### src/rtl/seg7_readback_decoder_pkg.sv
// Shared constants, tracker state type and segment decode for the 7-segment readback path.
// Segment patterns are active-low, bit0=a ... bit6=g.
package seg7_pkg;

    localparam int unsigned SEG_W  = 7;
    localparam int unsigned NUM_W  = 5;
    localparam int unsigned DIG_W  = 2;
    localparam int unsigned VAL_W  = 7;

    localparam logic [SEG_W-1:0] SEG_0   = 7'b1000000;
    localparam logic [SEG_W-1:0] SEG_1   = 7'b1111001;
    localparam logic [SEG_W-1:0] SEG_2   = 7'b0100100;
    localparam logic [SEG_W-1:0] SEG_3   = 7'b0110000;
    localparam logic [SEG_W-1:0] SEG_4   = 7'b0011001;
    localparam logic [SEG_W-1:0] SEG_5   = 7'b0010010;
    localparam logic [SEG_W-1:0] SEG_6   = 7'b0000010;
    localparam logic [SEG_W-1:0] SEG_7   = 7'b1111000;
    localparam logic [SEG_W-1:0] SEG_8   = 7'b0000000;
    localparam logic [SEG_W-1:0] SEG_9   = 7'b0010000;
    localparam logic [SEG_W-1:0] SEG_OFF = 7'h7F;

    localparam logic [NUM_W-1:0] NUM_OFF     = 5'd31;
    localparam logic [NUM_W-1:0] NUM_ILLEGAL = 5'd30;

    localparam logic [VAL_W-1:0] VALUE_BAD = 7'd127;

    typedef enum logic [1:0] {
        TRK_EMPTY  = 2'd0,
        TRK_TRACK  = 2'd1,
        TRK_LOCKED = 2'd2
    } trk_state_e;

    // Maps a segment pattern to 0-9, NUM_OFF for blank, NUM_ILLEGAL otherwise.
    function automatic logic [NUM_W-1:0] seg7_decode(input logic [SEG_W-1:0] seg);
        logic [NUM_W-1:0] code;
        case (seg)
            SEG_0:   code = 5'd0;
            SEG_1:   code = 5'd1;
            SEG_2:   code = 5'd2;
            SEG_3:   code = 5'd3;
            SEG_4:   code = 5'd4;
            SEG_5:   code = 5'd5;
            SEG_6:   code = 5'd6;
            SEG_7:   code = 5'd7;
            SEG_8:   code = 5'd8;
            SEG_9:   code = 5'd9;
            SEG_OFF: code = NUM_OFF;
            default: code = NUM_ILLEGAL;
        endcase
        return code;
    endfunction

endpackage

### src/rtl/seg7_readback_decoder_if.sv
// Display bus as seen by the readback decoder: sampled segment/digit lines in, decoded reading out.
interface seg7_readback_decoder_if;
    import seg7_pkg::*;

    logic [SEG_W-1:0] SEG;
    logic [DIG_W-1:0] DIG;
    logic [NUM_W-1:0] NUM_UNITS;
    logic [NUM_W-1:0] NUM_TENS;
    logic [VAL_W-1:0] VALUE;
    logic             valid;
    logic             update;
    logic             err;

    modport master (
        output SEG, DIG,
        input  NUM_UNITS, NUM_TENS, VALUE, valid, update, err
    );

    modport slave (
        input  SEG, DIG,
        output NUM_UNITS, NUM_TENS, VALUE, valid, update, err
    );
endinterface

### src/rtl/seg7_readback_decoder_tracker.sv
// Per-digit stability tracker: commits a code after STABLE_CYCLES consecutive matching owned samples.
module seg7_digit_tracker
    import seg7_pkg::*;
#(
    parameter int unsigned STABLE_CYCLES = 4
) (
    input  logic             clock,
    input  logic             reset_n,
    input  logic             i_own,
    input  logic [NUM_W-1:0] i_code,
    output logic [NUM_W-1:0] o_num,
    output logic             o_chg,
    output logic             o_done
);

    localparam int unsigned    CW       = $clog2(STABLE_CYCLES + 1);
    localparam logic [CW-1:0]  C_STABLE = CW'(STABLE_CYCLES);
    localparam logic [CW-1:0]  C_ONE    = CW'(1);
    localparam bit             ONE_SHOT = (STABLE_CYCLES == 1);

    trk_state_e       r_state;
    logic [NUM_W-1:0] r_cand;
    logic [CW-1:0]    r_cnt;
    logic [NUM_W-1:0] r_num;
    logic             r_chg;
    logic             r_done;

    logic [CW-1:0]    w_cnt_inc;
    logic             w_load;
    logic             w_commit;
    logic [NUM_W-1:0] w_commit_val;

    // A load restarts the candidate; a commit copies it to the published code.
    assign w_cnt_inc    = (r_cnt == '1) ? r_cnt : r_cnt + C_ONE;
    assign w_load       = (r_state == TRK_EMPTY) ||
                          ((r_state == TRK_TRACK)  && (i_code != r_cand)) ||
                          ((r_state == TRK_LOCKED) && (i_code != r_num));
    assign w_commit     = i_own && ((w_load && ONE_SHOT) ||
                          ((r_state == TRK_TRACK) && (i_code == r_cand) && (w_cnt_inc >= C_STABLE)));
    assign w_commit_val = w_load ? i_code : r_cand;

    always_ff @(posedge clock or negedge reset_n) begin
        if (!reset_n) begin
            r_state <= TRK_EMPTY;
            r_cand  <= NUM_OFF;
            r_cnt   <= '0;
            r_num   <= NUM_OFF;
            r_chg   <= 1'b0;
            r_done  <= 1'b0;
        end else begin
            r_chg <= 1'b0;
            if (i_own) begin
                if (w_load) begin
                    r_cand  <= i_code;
                    r_cnt   <= C_ONE;
                    r_state <= TRK_TRACK;
                end else if (r_state == TRK_TRACK) begin
                    r_cnt <= w_cnt_inc;
                end
                if (w_commit) begin
                    r_num   <= w_commit_val;
                    r_chg   <= (w_commit_val != r_num);
                    r_done  <= 1'b1;
                    r_state <= TRK_LOCKED;
                end
            end
        end
    end

    assign o_num  = r_num;
    assign o_chg  = r_chg;
    assign o_done = r_done;

endmodule

### src/rtl/seg7_readback_decoder.sv
// Samples the multiplexed active-low 7-segment bus and publishes a debounced two-digit reading.
module seg7_readback_decoder
    import seg7_pkg::*;
#(
    parameter int unsigned STABLE_CYCLES = 4
) (
    input  logic                   clock,
    input  logic                   reset_n,
    seg7_readback_decoder_if.slave bus
);

    logic [SEG_W-1:0] r_seg;
    logic [DIG_W-1:0] r_dig;
    logic [VAL_W-1:0] r_value;
    logic             r_valid;
    logic             r_update;
    logic             r_err;

    logic [NUM_W-1:0] w_code;
    logic [NUM_W-1:0] w_num_u;
    logic [NUM_W-1:0] w_num_t;
    logic             w_chg_u;
    logic             w_chg_t;
    logic             w_done_u;
    logic             w_done_t;
    logic             w_units_ok;
    logic             w_tens_ok;
    logic [VAL_W-1:0] w_tens7;
    logic [VAL_W-1:0] w_value;
    logic             w_valid;

    always_ff @(posedge clock or negedge reset_n) begin
        if (!reset_n) begin
            r_seg <= SEG_OFF;
            r_dig <= 2'b00;
        end else begin
            r_seg <= bus.SEG;
            r_dig <= bus.DIG;
        end
    end

    assign w_code = seg7_decode(r_seg);

    seg7_digit_tracker #(.STABLE_CYCLES(STABLE_CYCLES)) u_units (
        .clock   (clock),
        .reset_n (reset_n),
        .i_own   (r_dig == 2'b01),
        .i_code  (w_code),
        .o_num   (w_num_u),
        .o_chg   (w_chg_u),
        .o_done  (w_done_u)
    );

    seg7_digit_tracker #(.STABLE_CYCLES(STABLE_CYCLES)) u_tens (
        .clock   (clock),
        .reset_n (reset_n),
        .i_own   (r_dig == 2'b10),
        .i_code  (w_code),
        .o_num   (w_num_t),
        .o_chg   (w_chg_t),
        .o_done  (w_done_t)
    );

    // Blank tens reads as a leading zero; blank units or any illegal digit is unrepresentable.
    assign w_units_ok = (w_num_u <= 5'd9);
    assign w_tens_ok  = (w_num_t <= 5'd9) || (w_num_t == NUM_OFF);
    assign w_tens7    = (w_num_t == NUM_OFF) ? 7'd0 : VAL_W'(w_num_t);
    assign w_value    = (w_units_ok && w_tens_ok) ? (w_tens7 * 7'd10 + VAL_W'(w_num_u)) : VALUE_BAD;
    assign w_valid    = w_done_u && w_done_t && w_units_ok && w_tens_ok;

    always_ff @(posedge clock or negedge reset_n) begin
        if (!reset_n) begin
            r_value  <= '0;
            r_valid  <= 1'b0;
            r_update <= 1'b0;
            r_err    <= 1'b0;
        end else begin
            r_update <= 1'b0;
            if (w_chg_u || w_chg_t) begin
                r_value  <= w_value;
                r_valid  <= w_valid;
                r_update <= 1'b1;
            end
            if ((r_dig == 2'b11) || (w_num_u == NUM_ILLEGAL) || (w_num_t == NUM_ILLEGAL)) begin
                r_err <= 1'b1;
            end
        end
    end

    assign bus.NUM_UNITS = w_num_u;
    assign bus.NUM_TENS  = w_num_t;
    assign bus.VALUE     = r_value;
    assign bus.valid     = r_valid;
    assign bus.update    = r_update;
    assign bus.err       = r_err;

endmodule

### src/flat_wrapper.sv
// flat-port wrapper written by rule: the top's interface ports become plain ports
module seg7_readback_decoder_flat import seg7_pkg::*;
#(
    parameter int unsigned STABLE_CYCLES = 4
)
  (clock, reset_n, bus_SEG, bus_DIG, bus_NUM_UNITS, bus_NUM_TENS, bus_VALUE, bus_valid, bus_update, bus_err);
  seg7_readback_decoder_if bus_i ();
  input  logic clock;
  input  logic reset_n;
  input wire logic [$bits(bus_i.SEG)-1:0] bus_SEG;
  input wire logic [$bits(bus_i.DIG)-1:0] bus_DIG;
  output wire logic [$bits(bus_i.NUM_UNITS)-1:0] bus_NUM_UNITS;
  output wire logic [$bits(bus_i.NUM_TENS)-1:0] bus_NUM_TENS;
  output wire logic [$bits(bus_i.VALUE)-1:0] bus_VALUE;
  output wire logic [$bits(bus_i.valid)-1:0] bus_valid;
  output wire logic [$bits(bus_i.update)-1:0] bus_update;
  output wire logic [$bits(bus_i.err)-1:0] bus_err;
  assign bus_i.SEG = bus_SEG;
  assign bus_i.DIG = bus_DIG;
  assign bus_NUM_UNITS = bus_i.NUM_UNITS;
  assign bus_NUM_TENS = bus_i.NUM_TENS;
  assign bus_VALUE = bus_i.VALUE;
  assign bus_valid = bus_i.valid;
  assign bus_update = bus_i.update;
  assign bus_err = bus_i.err;
  seg7_readback_decoder #(.STABLE_CYCLES(STABLE_CYCLES)) u_core (.clock(clock), .reset_n(reset_n), .bus(bus_i));
endmodule
### config.mk
export PLATFORM = sky130hd
export DESIGN_NAME = seg7_readback_decoder_flat
export DESIGN_NICKNAME = d
export VERILOG_FILES = /design/src/rtl/seg7_readback_decoder_pkg.sv /design/src/rtl/seg7_readback_decoder_if.sv /design/src/rtl/seg7_readback_decoder_tracker.sv /design/src/rtl/seg7_readback_decoder.sv /design/src/flat_wrapper.sv
export SDC_FILE = /design/constraint.sdc
export NUM_CORES = 1
export LEC_CHECK = 0
export BUFFER_PORTS_ARGS = -buffer_cell sky130_fd_sc_hd__buf_2
export CORE_AREA = 2 2 88 90
export CTS_BUF_LIST = sky130_fd_sc_hd__clkbuf_4 sky130_fd_sc_hd__clkbuf_8
export DETAILED_ROUTE_END_ITERATION = 6
export DIE_AREA = 0 0 90 92
export GPL_TIMING_DRIVEN = 0
export MAX_ROUTING_LAYER = met4
export SETUP_SLACK_MARGIN = 0.02
export SYNTH_ARGS = -nofsm -noshare
export SYNTH_HDL_FRONTEND = slang
export SYNTH_SLANG_ARGS = --single-unit
### constraint.sdc
create_clock -name clock -period 6.2 [get_ports clock]
set_input_delay 1.24 -clock clock [delete_from_list [all_inputs] [get_ports clock]]
set_output_delay 1.24 -clock clock [all_outputs]
set_load 0.005 [all_outputs]
==> flow_metrics.tcl <==
set metrics [dict create \
    synth_seq_cells 53 \
    fin_crit_sh_pct 59.5 \
    area_growth_pct 12.4 \
    r2r_end "u_core.u_units.o_chg" \
    worstSetupStartpoint "u_core.r_seg[4]" \
    post_cts_buffers 0 \
    root_buffer "clkbuf_8" \
    io_pins 31 \
    die_area_mm2 0.00828 \
    ys_seq_area_share_pct 42.5 \
    arrival_ns 3.88 \
    numPortBuffers 30 \
    synth_cell_types 65 \
    r2r_slack_ns 2.51 \
    wire_per_inst_um 15.0 \
    yosys.area.top_type "dfstp_2" \
    yosysWarnings 0 \
    htreeDepth 2 \
    rr_worst_depth 11 \
    clk_pin_slew_worst_paths_ns 0.09 \
    cts.sinks 53 \
    dr.first_iter.drc_count 143 \
    holdCritPathClass "flip-flop to flip-flop" \
    finClkSkew_ns 0.0105 \
    fin_nets 383 \
    drtAntennaViolNets 0 \
    crit-reg2reg-launch "u_core.r_seg[4]" \
    fp.dieH_um 92 \
    path_buf_inv 2 \
    path_cells "or4b_1 -> a211o_1 -> and3_1 -> clkbuf_1 -> xor2_1 -> o211a_1 -> a32oi_1 -> clkbuf_1 -> o221ai_1 -> nand2_1 -> a31oi_1" \
    drv_cap 0 \
    wl_mm 6.96 \
    syn_avg_cell_area_um2 9.90 \
    yosys_most_used_dff "dfstp_2" \
    hold_viol 0 \
    final_max_slew_viol_count 0 \
    final_area_mm2 0.00360 \
    cts_resized 0 \
    cts_tree "done" \
    synth_edf_count 0 \
    grt.overflow.total 0 \
    worstSkewPairLatency_ns 0.32 \
    rows 32 \
    cts_buffer_depth 2 \
    critical_path_depth 11 \
    place_hpwl_mm 5.06 \
    min_period_ns 3.69 \
    grt_max_degree 54 \
    placed_area_mm2 0.00348 \
    antenna_found_initial 0 \
    grt_use_total_pct 18.0 \
    numCtsBuffers 5 \
    max_freq_ghz 0.271 \
    endpoint_kind "flip-flop" \
    n_antenna_cell 0 \
    grt_setup_unrepaired "no" \
    ir_drop_v 0.000136 \
    synth.area.top_cells "dfstp_2, dfrtp_1, nand2_1" \
    powerDensity_mw_per_mm2 408 \
    cp.required_ns 6.39 \
    final-setup-viol-count 0 \
    initial_core_util_pct 42.9 \
    viasPerCell 5.40 \
    die_w_um 90 \
    core_mm2 0.00745 \
    slowest_delay_ns 0.61 \
    synth_cells 323 \
    outcome "finished clean" \
    drtPass1Iterations 4 \
    syn_nets 346 \
    critical_path_class "flip-flop to flip-flop" \
    drc 0 \
    worst_pin_slew_ns 1.18 \
    path_max_fanout 10 \
    gp_congestion 0.876 \
    first_global_vias 2317 \
    max_slew_margin_pct 21.5 \
    drive_gt1_share_pct 23.8 \
    cpMostUsedCell "clkbuf_1" \
    leakagePower_nw 1.65 \
    async_flop_share_pct 100 \
    critical-path-top-delay-family "compound AO/OA/AOI/OAI gates" \
    synth.cell_area_mm2 0.00320 \
    cp_slowest_cell "dfstp_2" \
    worst_setup_path_start_kind "flip-flop" \
    grt_pass1_wl_mm 11.7 \
    ctsHoldBuffers 0 \
    vias 2499 \
    final.setup.tns_ns 0 \
    crit_path_end "u_core.u_units.o_chg" \
    yosysTopAreaCellShare_pct 22.2 \
]
## worst register-to-register path, stage by stage (launching register included)
cell	delay, ns
dfstp_2	0.61
or4b_1	0.45
a211o_1	0.30
and3_1	0.17
clkbuf_1	0.26
xor2_1	0.22
o211a_1	0.14
a32oi_1	0.55
clkbuf_1	0.47
o221ai_1	0.21
nand2_1	0.09
a31oi_1	0.09
## synthesized netlist by cell type (4+ instances only)
cell	n
mux2i_1	6
nand4_1	5
o22a_1	4
nand2_1	36
xnor2_1	10
a31oi_1	5
a32o_1	4
dfrtp_1	26
nor2_1	16
dfstp_2	27
clkbuf_1	12
inv_1	14
a21oi_1	12
o21ai_0	11
and3_1	4
nand3_1	6
or2_2	4
a21o_1	5
ha_1	10
and2_1	7
buf_2	4
o221ai_1	4
mux2_1	6
xor2_1	14
o21ai_1	6
nand2b_1	6
## routing by layer
| metal | vias up | part of all wire (%) | track usage [%] |
|---|---|---|---|
| li1 | 1232 | - | - |
| met4 | 0 | 1.2 | 4.62 |
| met1 | 1215 | 47 | 24.1 |
| met5 | - | 0 | - |
| met2 | 46 | 48 | 28.7 |
| met3 | 6 | 3.7 | 2.88 |
## placed cells by master (no fill, tap or decap), types with 4 or more instances in the layout
cell type,netlist,layout
xor2_1,14,14
clkbuf_1,12,12
mux2_1,6,6
o221ai_1,4,4
nand2b_1,6,6
a31oi_1,5,5
or2_2,4,4
and3_1,4,4
a21o_1,5,5
nand3_1,6,6
xnor2_1,10,10
ha_1,10,10
and2_1,7,7
clkbuf_8,0,6
dfrtp_1,26,26
mux2i_1,6,6
inv_1,14,14
o22a_1,4,4
nand4_1,5,5
dfstp_2,27,27
o21ai_0,11,11
nor2_1,16,16
nand2_1,36,36
a21oi_1,12,12
buf_2,4,34
o21ai_1,6,6
a32o_1,4,4
## where the power goes
group          internal (mW)  switching, mW  leakage, nW
Clock                  0.136          0.118       0.0619
Combinational          0.293          0.333        0.984
Sequential             0.490         0.0987        0.601
Total                  0.919          0.549         1.65
## worst min path at each step
stage,from,to,depth (start not counted),slack (ns)
final,u_core.u_tens.o_done,u_core.u_tens.o_done,1,0.48
after global placement,u_core.u_units.o_done,u_core.u_units.o_done,1,0.45
after global routing,u_core.u_tens.o_done,u_core.u_tens.o_done,1,0.51
after detailed placement,u_core.u_tens.o_done,u_core.u_tens.o_done,1,0.46
after CTS,u_core.u_tens.o_done,u_core.u_tens.o_done,1,0.48
after floorplan,u_core.u_tens.o_done,u_core.u_tens.o_done,1,0.44
## flip-flops by register name, summed over array words and instances (netlist names), 2 cells and up
name	flops
u_core.u_tens.o_num	5
u_core.r_dig	2
u_core.u_tens.r_cand	5
u_core.u_units.o_num	5
u_core.r_seg	7
u_core.u_tens.r_cnt	3
u_core.u_tens.r_state	2
u_core.bus.VALUE	7
u_core.u_units.r_cnt	3
u_core.u_units.r_cand	5
u_core.u_units.r_state	2
## metrics by stage
step                      util (%)  hold WS (ns)  power (mW)  worst slack, ns  cells
after floorplan                  -         0.435        1.04             2.84    323
after global placement        46.7         0.451        1.21             2.54    455
after detailed placement      46.7         0.458        1.22             2.54    455
after CTS                     48.3         0.484        1.48             2.53    463
after global routing          48.3         0.511        1.59             2.19    463
final                         48.3         0.480        1.47             2.51    463
## cells by family (layout without fill, tap and decap cells)
| family | after synthesis | in the layout | share of synthesized area [%] |
|---|---|---|---|
| AO/OA/AOI/OAI | 77 | 77 | 17.4 |
| multiplexers | 16 | 16 | 5.52 |
| flip-flops | 53 | 53 | 42.5 |
| buffers and inverters | 34 | 72 | 4.66 |
| XOR/XNOR | 24 | 24 | 6.57 |
| AND/OR/NAND/NOR | 107 | 107 | 18.1 |
| adder cells (fa/ha/maj) | 12 | 12 | 5.16 |
## final cells by class
class	instances	area, µm²
fill	736	3850
multi-input combinational	236	1690
sequential	53	1360
timing repair buffer	30	150
tap	102	128
buffer	19	92.6
clock buffer	7	90.1
inverter	15	56.3
clock inverter	1	30.0
No activity file was read; power rests on OpenSTA's default activity.
